===== src/rtl/seg_scan_driver.sv =====
// Time-multiplexed common-anode 7-segment driver: digit scan, per-digit decimal point
// and blink, PWM brightness, and one dead cycle at the start of every digit slot.
module seg_scan_driver #(
    parameter int NUM_DIGITS   = 8,
    parameter int REFRESH_DIV  = 100000,
    parameter int BRIGHT_W     = 3,
    parameter int BLINK_FRAMES = 64
) (
    input  logic                          clk,
    input  logic                          rst,
    input  logic [5*NUM_DIGITS-1:0]       digits,
    input  logic [NUM_DIGITS-1:0]         dp_en,
    input  logic [NUM_DIGITS-1:0]         blink_en,
    input  logic [BRIGHT_W-1:0]           brightness,
    output logic [NUM_DIGITS-1:0]         an,
    output logic [6:0]                    seg,
    output logic                          dp,
    output logic [$clog2(NUM_DIGITS)-1:0] digit_sel,
    output logic                          frame_tick
);
    localparam int SEL_W = $clog2(NUM_DIGITS);
    localparam int CNT_W = $clog2(REFRESH_DIV);
    localparam int FR_W  = (BLINK_FRAMES > 1) ? $clog2(BLINK_FRAMES) : 1;
    localparam int STEP  = REFRESH_DIV >> BRIGHT_W;

    localparam logic [CNT_W-1:0] SLOT_LAST  = CNT_W'(REFRESH_DIV - 1);
    localparam logic [SEL_W-1:0] DIGIT_LAST = SEL_W'(NUM_DIGITS - 1);
    localparam logic [FR_W-1:0]  FRAME_LAST = FR_W'(BLINK_FRAMES - 1);

    function automatic logic [6:0] decode(input logic [4:0] code);
        logic [6:0] g;
        case (code)
            5'd0:    g = 7'b0000001;
            5'd1:    g = 7'b1001111;
            5'd2:    g = 7'b0010010;
            5'd3:    g = 7'b0000110;
            5'd4:    g = 7'b1001100;
            5'd5:    g = 7'b0100100;
            5'd6:    g = 7'b0100000;
            5'd7:    g = 7'b0001111;
            5'd8:    g = 7'b0000000;
            5'd9:    g = 7'b0000100;
            5'd10:   g = 7'b0001000;
            5'd11:   g = 7'b1100000;
            5'd12:   g = 7'b0110001;
            5'd13:   g = 7'b1000010;
            5'd14:   g = 7'b0110000;
            5'd15:   g = 7'b0111000;
            5'd17:   g = 7'b1111110;
            default: g = 7'b1111111;
        endcase
        return g;
    endfunction

    logic [CNT_W-1:0] slot_cnt, slot_nxt;
    logic [SEL_W-1:0] digit_cnt, digit_nxt;
    logic [FR_W-1:0]  frame_cnt, frame_nxt;
    logic             blink_phase, blink_phase_nxt;
    logic             tick_pend;
    logic             slot_wrap, frame_wrap, slot_start;

    always_comb begin
        slot_wrap       = (slot_cnt == SLOT_LAST);
        frame_wrap      = slot_wrap && (digit_cnt == DIGIT_LAST);
        slot_start      = (slot_cnt == '0);
        slot_nxt        = slot_wrap ? '0 : slot_cnt + 1'b1;
        digit_nxt       = digit_cnt;
        frame_nxt       = frame_cnt;
        blink_phase_nxt = blink_phase;
        if (slot_wrap) begin
            digit_nxt = (digit_cnt == DIGIT_LAST) ? '0 : digit_cnt + 1'b1;
        end
        if (frame_wrap) begin
            if (frame_cnt == FRAME_LAST) begin
                frame_nxt       = '0;
                blink_phase_nxt = ~blink_phase;
            end else begin
                frame_nxt = frame_cnt + 1'b1;
            end
        end
    end

    always_ff @(posedge clk) begin
        if (rst) begin
            slot_cnt    <= '0;
            digit_cnt   <= '0;
            frame_cnt   <= '0;
            blink_phase <= 1'b0;
            tick_pend   <= 1'b0;
        end else begin
            slot_cnt    <= slot_nxt;
            digit_cnt   <= digit_nxt;
            frame_cnt   <= frame_nxt;
            blink_phase <= blink_phase_nxt;
            tick_pend   <= frame_wrap;
        end
    end

    // Per-slot snapshot; the slot's first cycle uses the live inputs directly.
    logic [4:0]          digit_code [NUM_DIGITS];
    logic [4:0]          snap_code, eff_code;
    logic                snap_dp, eff_dp;
    logic                snap_blink, eff_blink;
    logic [BRIGHT_W-1:0] snap_bright, eff_bright;

    for (genvar k = 0; k < NUM_DIGITS; k++) begin : g_code
        assign digit_code[k] = digits[5*k +: 5];
    end

    always_comb begin
        eff_code   = slot_start ? digit_code[digit_cnt] : snap_code;
        eff_dp     = slot_start ? dp_en[digit_cnt]      : snap_dp;
        eff_blink  = slot_start ? blink_en[digit_cnt]   : snap_blink;
        eff_bright = slot_start ? brightness            : snap_bright;
    end

    always_ff @(posedge clk) begin
        if (rst) begin
            snap_code   <= '0;
            snap_dp     <= 1'b0;
            snap_blink  <= 1'b0;
            snap_bright <= '0;
        end else if (slot_start) begin
            snap_code   <= eff_code;
            snap_dp     <= eff_dp;
            snap_blink  <= eff_blink;
            snap_bright <= eff_bright;
        end
    end

    logic [CNT_W:0]        on_limit;
    logic                  lit;
    logic [NUM_DIGITS-1:0] an_nxt;

    always_comb begin
        on_limit = (CNT_W+1)'((int'(eff_bright) + 1) * STEP);
        lit      = !slot_start && ({1'b0, slot_cnt} < on_limit) && !(blink_phase && eff_blink);
        an_nxt   = '1;
        if (lit) begin
            an_nxt[digit_cnt] = 1'b0;
        end
    end

    always_ff @(posedge clk) begin
        if (rst) begin
            an         <= '1;
            seg        <= 7'h7F;
            dp         <= 1'b1;
            digit_sel  <= '0;
            frame_tick <= 1'b0;
        end else begin
            an         <= an_nxt;
            seg        <= decode(eff_code);
            dp         <= ~eff_dp;
            digit_sel  <= digit_cnt;
            frame_tick <= tick_pend;
        end
    end
endmodule


===== config.mk =====
export PLATFORM = sky130hd
export DESIGN_NAME = seg_scan_driver
export DESIGN_NICKNAME = d
export VERILOG_FILES = /design/src/rtl/seg_scan_driver.sv
export SDC_FILE = /design/constraint.sdc
export NUM_CORES = 1
export LEC_CHECK = 0
export BUFFER_PORTS_ARGS = -buffer_cell sky130_fd_sc_hd__buf_2
export CORE_MARGIN = 3
export CORE_UTILIZATION = 60
export CTS_CLUSTER_SIZE = 8
export DETAILED_ROUTE_END_ITERATION = 6
export PLACE_DENSITY = 0.87
export SLEW_MARGIN = 40
export SYNTH_ARGS = -nofsm -noshare
export SYNTH_HDL_FRONTEND = slang
export SYNTH_SLANG_ARGS = --single-unit

===== constraint.sdc =====
create_clock -name clk -period 8.9 [get_ports clk]
set_clock_uncertainty 0.1 [all_clocks]
set_input_delay 1.335 -clock clk [delete_from_list [all_inputs] [get_ports clk]]
set_output_delay 1.335 -clock clk [all_outputs]
set_load 0.005 [all_outputs]

==> metrics.txt, run 1 <==
maxcap violations 0; RSZ-0062 raised after global routing false; share of cells above drive strength 1 between 20 and 30%; Synth Warn # 0; dpl cell area around 0.0042 sq mm; Final Critical Period 6.97 ns; r2r worst-path depth 23; Slew @ Worst Pin approximately 0.71 ns; r2r setup slk 1.93 ns; largest net degree at the start of global routing 31; flops & latches, synth between 50 and 60; # port buffers 80; WL met2 roughly 4500 um; post-DP HPWL 7110 um; Final Hold Violating Endpoints 0; Hold WC Path Type flip-flop to flip-flop; Routability Congestion 0.903; Routed Antenna Nets 0; vias 3,412; WP data arrival between 7 and 8 ns; Die Area between 0.007 and 0.008 sq mm; register area between 0.001 and 0.0015 sq mm; final worst path period share 78.3%; initial antenna violation count 0; delay of the slowest cell on the worst path 0.63 ns; vias in the first global route 3,310; CTS tree yes; Hold-fix buffers, CTS 0; Max FO, Critical Path 20; Synth async-reset ratio 0%; CTS clk-pin slew, worst paths around 0.07 ns; Post-synth top cells 58 x dfxtp_1, 47 x nor2_1, 42 x ha_1, 24 x inv_1, 23 x nand2_1; hold path start tick_pend; CTS max path bufs 2; critical-path cell list or4_4 -> or4_1 -> nor2_8 -> mux2i_1 -> inv_1 -> ha_1 -> xnor2_1 -> inv_1 -> fa_1 -> inv_1 -> ha_1 -> a21oi_1 -> nor2b_1 -> o31a_1 -> nor2_1 -> xor2_1 -> ha_1 -> a21o_1 -> a21o_1 -> a21oi_1 -> o22ai_1 -> o221ai_1 -> nand4b_1; drt total wl slightly above 9000 um; Buf/Inv on CP 3; post_cts resized 0; Top FF cell, synth dfxtp_1; H-tree Lvls 3; P&R area growth vs syn 16.1%; most common cell in the netlist dfxtp_1; Final Power ~0.75 mW; Die Span X roughly 86 um; Min-Delay Endpoint frame_tick; syn avg cell area approximately 9.3 sq um; Crit Path Category flip-flop to flip-flop; Finished Cell Area ~0.0044 sq mm; # DRC 0; Pre-antenna DRT Iters 5; worst reg2reg path endpoint an[0]; Die Y about 86 um; WL per Instance around 16 um; PD cells 169 mW/mm^2; wire length on met1 around 3700 um; delay-heaviest family, CP simple AND/OR/NAND/NOR gates; Post-synth EDFFs 0; initial cell density of the core 63.4%; Vias/cell about 6; syn_nets between 500 and 600; worst reg2reg path startpoint slot_cnt[13]; slowest CP cell or4_1; f_max 0.144 GHz; Inserted Clock Buffers 9; ant diodes 0; hold path cells 1; core area 0.00603 sq mm; Yosys top cell by area dfxtp_1; met3 wire length around 810 um; clk root buf clkbuf_8; first-pass GRT wire length ~15,000 um; count of filler cells inserted in the layout 435; CP endpoint kind flip-flop; register area share after synthesis 30.4%; standard-cell rows 28; Synth cell types 63; clock sink total 58; Total GRT Usage ~25%; grt total ovfl 0; CP startpoint kind flip-flop; Required @ worst endpoint 8.99 ns; status complete, no violations; setup tns final 0 ns; leakage power a little under 2 nW; Final Setup Violations 0; Mapped Area around 0.0038 sq mm; fin. max-slew vios 0; Max IR drop VDD about 0.097 mV; clk_lat worst skew 0.34 ns; I/O Pins a little over 80; area of the multi-input gates between 0.002 and 0.0025 sq mm; Synth Instances 410; # Post-CTS Setup Buffers 0; top cell type's share of synthesized area between 30% and 40%; max_slew headroom roughly 52%; highest metal used met4; top cells by area, synth dfxtp_1 30%, ha_1 14%, mux4_2 8.3%; fin nets 590; Initial DRC Count around 240
## report_power, final
group,switching (mW),internal (mW)
clock network,0.109,0.128
registers,0.00759,0.272
logic,0.130,0.102
## flip-flops by register name (all words and copies together) (netlist names)
register     flops
tick_pend        1
dp               1
frame_cnt        6
frame_tick       1
an               8
digit_cnt        3
snap_blink       1
blink_phase      1
digit_sel        3
slot_cnt        17
seg              7
snap_bright      3
snap_dp          1
snap_code        5
## routing by layer
metal	up-vias	global-route usage [%]
li1	1641	-
met3	27	7.01
met1	1579	29.8
met2	165	43.5
met5	-	0
met4	0	9.64
## cells by family (layout without fill, tap and decap cells)
family | count (synthesis) | count (layout) | share of synthesized area [%]
XOR/XNOR | 27 | 27 | 6.19
flip-flops | 58 | 58 | 30.4
multiplexers | 32 | 32 | 13.0
adder cells (fa/ha/maj) | 43 | 43 | 14.3
AO/OA/AOI/OAI | 63 | 63 | 11.4
AND/OR/NAND/NOR | 147 | 147 | 20.2
buffers and inverters | 40 | 121 | 4.55
## how the worst max path moves through the flow
stage,startpoint,end,slack [ns],cells after the start
final,slot_cnt[13],an[0],1.93,23
after global routing,slot_cnt[13],an[2],1.46,23
after CTS,slot_cnt[13],an[0],1.97,23
after detailed placement,slot_cnt[13],an[0],1.98,23
after global placement,slot_cnt[13],an[3],2.30,23
after floorplan,slot_cnt[13],an[0],2.92,25
## placed cells by master (no fill, tap or decap), types with 6 or more instances in the layout
cell type,count
ha_1,42
nor2_1,47
inv_1,24
nor3_1,11
clkbuf_8,9
mux4_2,14
nand2_1,23
xor2_1,15
mux2i_1,16
nand3_1,17
buf_2,80
dfxtp_1,57
nor2b_1,9
o21ai_0,9
nand4_1,6
a21oi_1,15
xnor2_1,12
## through the flow
stage | hold slack (ns) | setup slack, ns | cells | utilization (%)
2_1_floorplan | 0.314 | 2.92 | 410 | -
3_3_place_gp | 0.356 | 2.30 | 550 | 70.3
3_5_place_dp | 0.348 | 1.98 | 550 | 70.3
4_1_cts | 0.360 | 1.97 | 566 | 73.5
5_1_grt | 0.366 | 1.46 | 566 | 73.5
6_report | 0.359 | 1.93 | 566 | 73.5
## area by class of cell
cell class / count / area share [%]
multi-input cells: 312 / 56.0
flip-flops and latches: 58 / 26.2
repair buffers: 81 / 9.20
clock buffers: 9 / 2.80
well taps: 75 / 2.12
inverters: 24 / 2.03
clock inverters: 7 / 1.58
Power figures use the tool's default switching activity.
==> inputs of run 2 (changes only) <==
CORE_UTILIZATION = 50   (was 60)
PLACE_DENSITY = 0.77   (was 0.87)
clock period = 6 ns   (was 8.9 ns; I/O delays follow)
==> run 2 against run 1 <==
- first-iteration DRC count fell by 50%
- cell area rose by 4.0%
- worst hold slack got worse by 0.014 ns
- non-clock buffer count rose by 9
- worst setup slack got worse by 1.7 ns
- register-to-register slack got worse by 1.7 ns
- die area rose by 19%
- fmax rose by 22%
- largest cell class unchanged
- largest power group unchanged
==> metrics.txt, run 2 (synthesized netlist as in run 1, its figures left out) <==
clk root buf clkbuf_8 (unchanged); Routed Antenna Nets 0 (unchanged); Final Setup Violations 0 (unchanged); Reg with most FFs slot_cnt (unchanged); Initial DRC Count 118 (was 238); commonest non-fill, non-tap cell in the layout buf_2 (unchanged); r2r worst-path depth 23 (unchanged); CTS max path bufs 2 (unchanged); initial cell density of the core 52.1% (was 63.4%); Max IR drop VDD 0.115 mV (was 0.0970 mV); H-tree Lvls 3 (unchanged); Hold WC Path Type flip-flop to flip-flop (unchanged); count of filler cells inserted in the layout 607 (was 435); commonest non-fill, non-tap cells in the layout 80 x buf_2, 57 x dfxtp_1, 47 x nor2_1 (unchanged); Critical Path Source slot_cnt[13] (unchanged); f_max 0.175 GHz (was 0.144 GHz); fin cells 599 (was 566); Crit Path Category flip-flop to flip-flop (unchanged); Final Critical Period 5.72 ns (was 6.97 ns); Slew @ Worst Pin 0.641 ns (was 0.713 ns); vias in the first global route 3,264 (was 3,310); Vias/cell 5.65 (was 6.03); Total GRT Usage 20.7% (was 25.2%); post-DP HPWL 6880 um (was 7110 um); worst reg2reg path startpoint slot_cnt[13] (unchanged); crit path to an[7] (was an[0]); Hold-fix buffers, CTS 0 (unchanged); worst reg2reg path endpoint an[7] (was an[0]); Final Power 1.17 mW (was 0.748 mW); grt total ovfl 0 (unchanged); fin nets 599 (was 590); CTS tree yes (unchanged); Final Hold Violating Endpoints 0 (unchanged); clock sink total 58 (unchanged); CTS clk-pin slew, worst paths 0.07 ns (about the same); largest net degree at the start of global routing 31 (unchanged); max_slew headroom 56.0% (was 52.4%); CP startpoint kind flip-flop (unchanged); Pre-antenna DRT Iters 4 (was 5); fin. max-slew vios 0 (unchanged); P&R area growth vs syn 20.6% (was 16.1%); leakage power 2.01 nW (was 1.94 nW); first-pass GRT wire length 14,400 um (was 14,900 um); I/O Pins 81 (unchanged); CP endpoint kind flip-flop (unchanged); Die Y 93.4 um (was 85.8 um); Inserted Clock Buffers 9 (unchanged); Finished Core Util 62.8% (was 73.5%); r2r setup slk 0.28 ns (was 1.93 ns); hold path cells 1 (unchanged); standard-cell rows 31 (was 28); # DRC 0 (unchanged); dpl cells 582 (was 550); # port buffers 80 (unchanged); drt total wl 8960 um (was 9190 um); WL per Instance 15.0 um (was 16.2 um); Die Span X 93.4 um (was 85.8 um); core area 0.00733 sq mm (was 0.00603 sq mm); ant diodes 0 (unchanged); status complete, no violations (unchanged); Routability Congestion 0.874 (was 0.903); share of cells above drive strength 1 28.0% (was 25.3%); maxcap violations 0 (unchanged); final worst path period share 95.3% (was 78.3%); vias 3,382 (was 3,412); clk_lat worst skew 0.34 ns (about the same); WP data arrival 5.89 ns (was 7.06 ns); largest registers slot_cnt (17), an (8), seg (7) (unchanged); Die Area 0.00872 sq mm (was 0.00736 sq mm); initial antenna violation count 0 (unchanged); max reg flops 17 (unchanged); Required @ worst endpoint 6.17 ns (was 8.99 ns); PD cells 253 mW/mm^2 (was 169 mW/mm^2); Max FO, Critical Path 8 (was 20)
==> run 2: cell count changes in the layout (fill, tap and decap cells not counted), sizes merged <==
cell / delta
bufinv: +1
clkinvlp: -2
buf: +9
clkinv: +1
==> run 2: critical path: stages (launching register included) <==
cell       delay, ns
dfxtp_1         0.35
or4_4           0.55
or4_4           0.47
nor2_8          0.19
mux2i_2         0.27
inv_1           0.09
ha_1            0.35
ha_1            0.19
inv_1           0.05
fa_1            0.50
inv_1           0.05
ha_1            0.21
a21oi_1         0.15
nor2b_1         0.07
o31a_1          0.27
nor2_1          0.19
o31ai_1         0.12
xnor2_1         0.13
ha_1            0.29
nand3_1         0.09
or2_2           0.34
o31ai_4         0.27
o221ai_4        0.20
nand4bb_1       0.14
==> run 2: report_power, final <==
group / internal, mW / switching [mW] / leakage [nW]
Combinational: 0.163 / 0.193 / 1.43
Sequential: 0.404 / 0.0108 / 0.473
Clock: 0.233 / 0.164 / 0.105
Total: 0.799 / 0.368 / 2.01
==> run 2: worst min-delay path by stage <==
stage,startpoint,slack (ns),end
after floorplan,tick_pend,0.31,frame_tick
after global placement,tick_pend,0.32,frame_tick
after detailed placement,tick_pend,0.34,frame_tick
after CTS,tick_pend,0.35,frame_tick
after global routing,tick_pend,0.35,frame_tick
final,tick_pend,0.35,frame_tick
==> run 2: metal layers <==
layer  routed length (um)  vias up  track usage, %
li1                     -     1666               -
met5                    0        -               0
met4                  109        0            6.72
met1                 3830     1590            24.2
met2                 4320      116            36.8
met3                  704       10            5.31
==> run 2: final cells by class <==
cell class	count	area [sq um]	area share [%]
multi-input cells	312	2540	55.1
flip-flops and latches	58	1160	25.2
repair buffers	90	475	10.3
clock buffers	9	124	2.69
well taps	99	124	2.69
clock inverters	7	93.8	2.04
inverters	24	90.1	1.96
==> run 2: timing repair <==
item                       4_1_cts  5_1_grt
setup buffers                    0        1
resized for setup                1        8
setup endpoints to repair        8        8
pin swaps                        0        2
==> run 2: metrics by stage <==
stage	setup slack [ns]	TNS (ns)	area, sq um	hold slack, ns
floorplan	0.0207	0	3820	0.314
global placement	0.104	0	4330	0.318
detailed placement	-0.113	-0.609	4330	0.335
CTS	0.0156	0	4550	0.351
global route	-0.0393	-0.158	4610	0.354
finish	0.283	0	4610	0.345
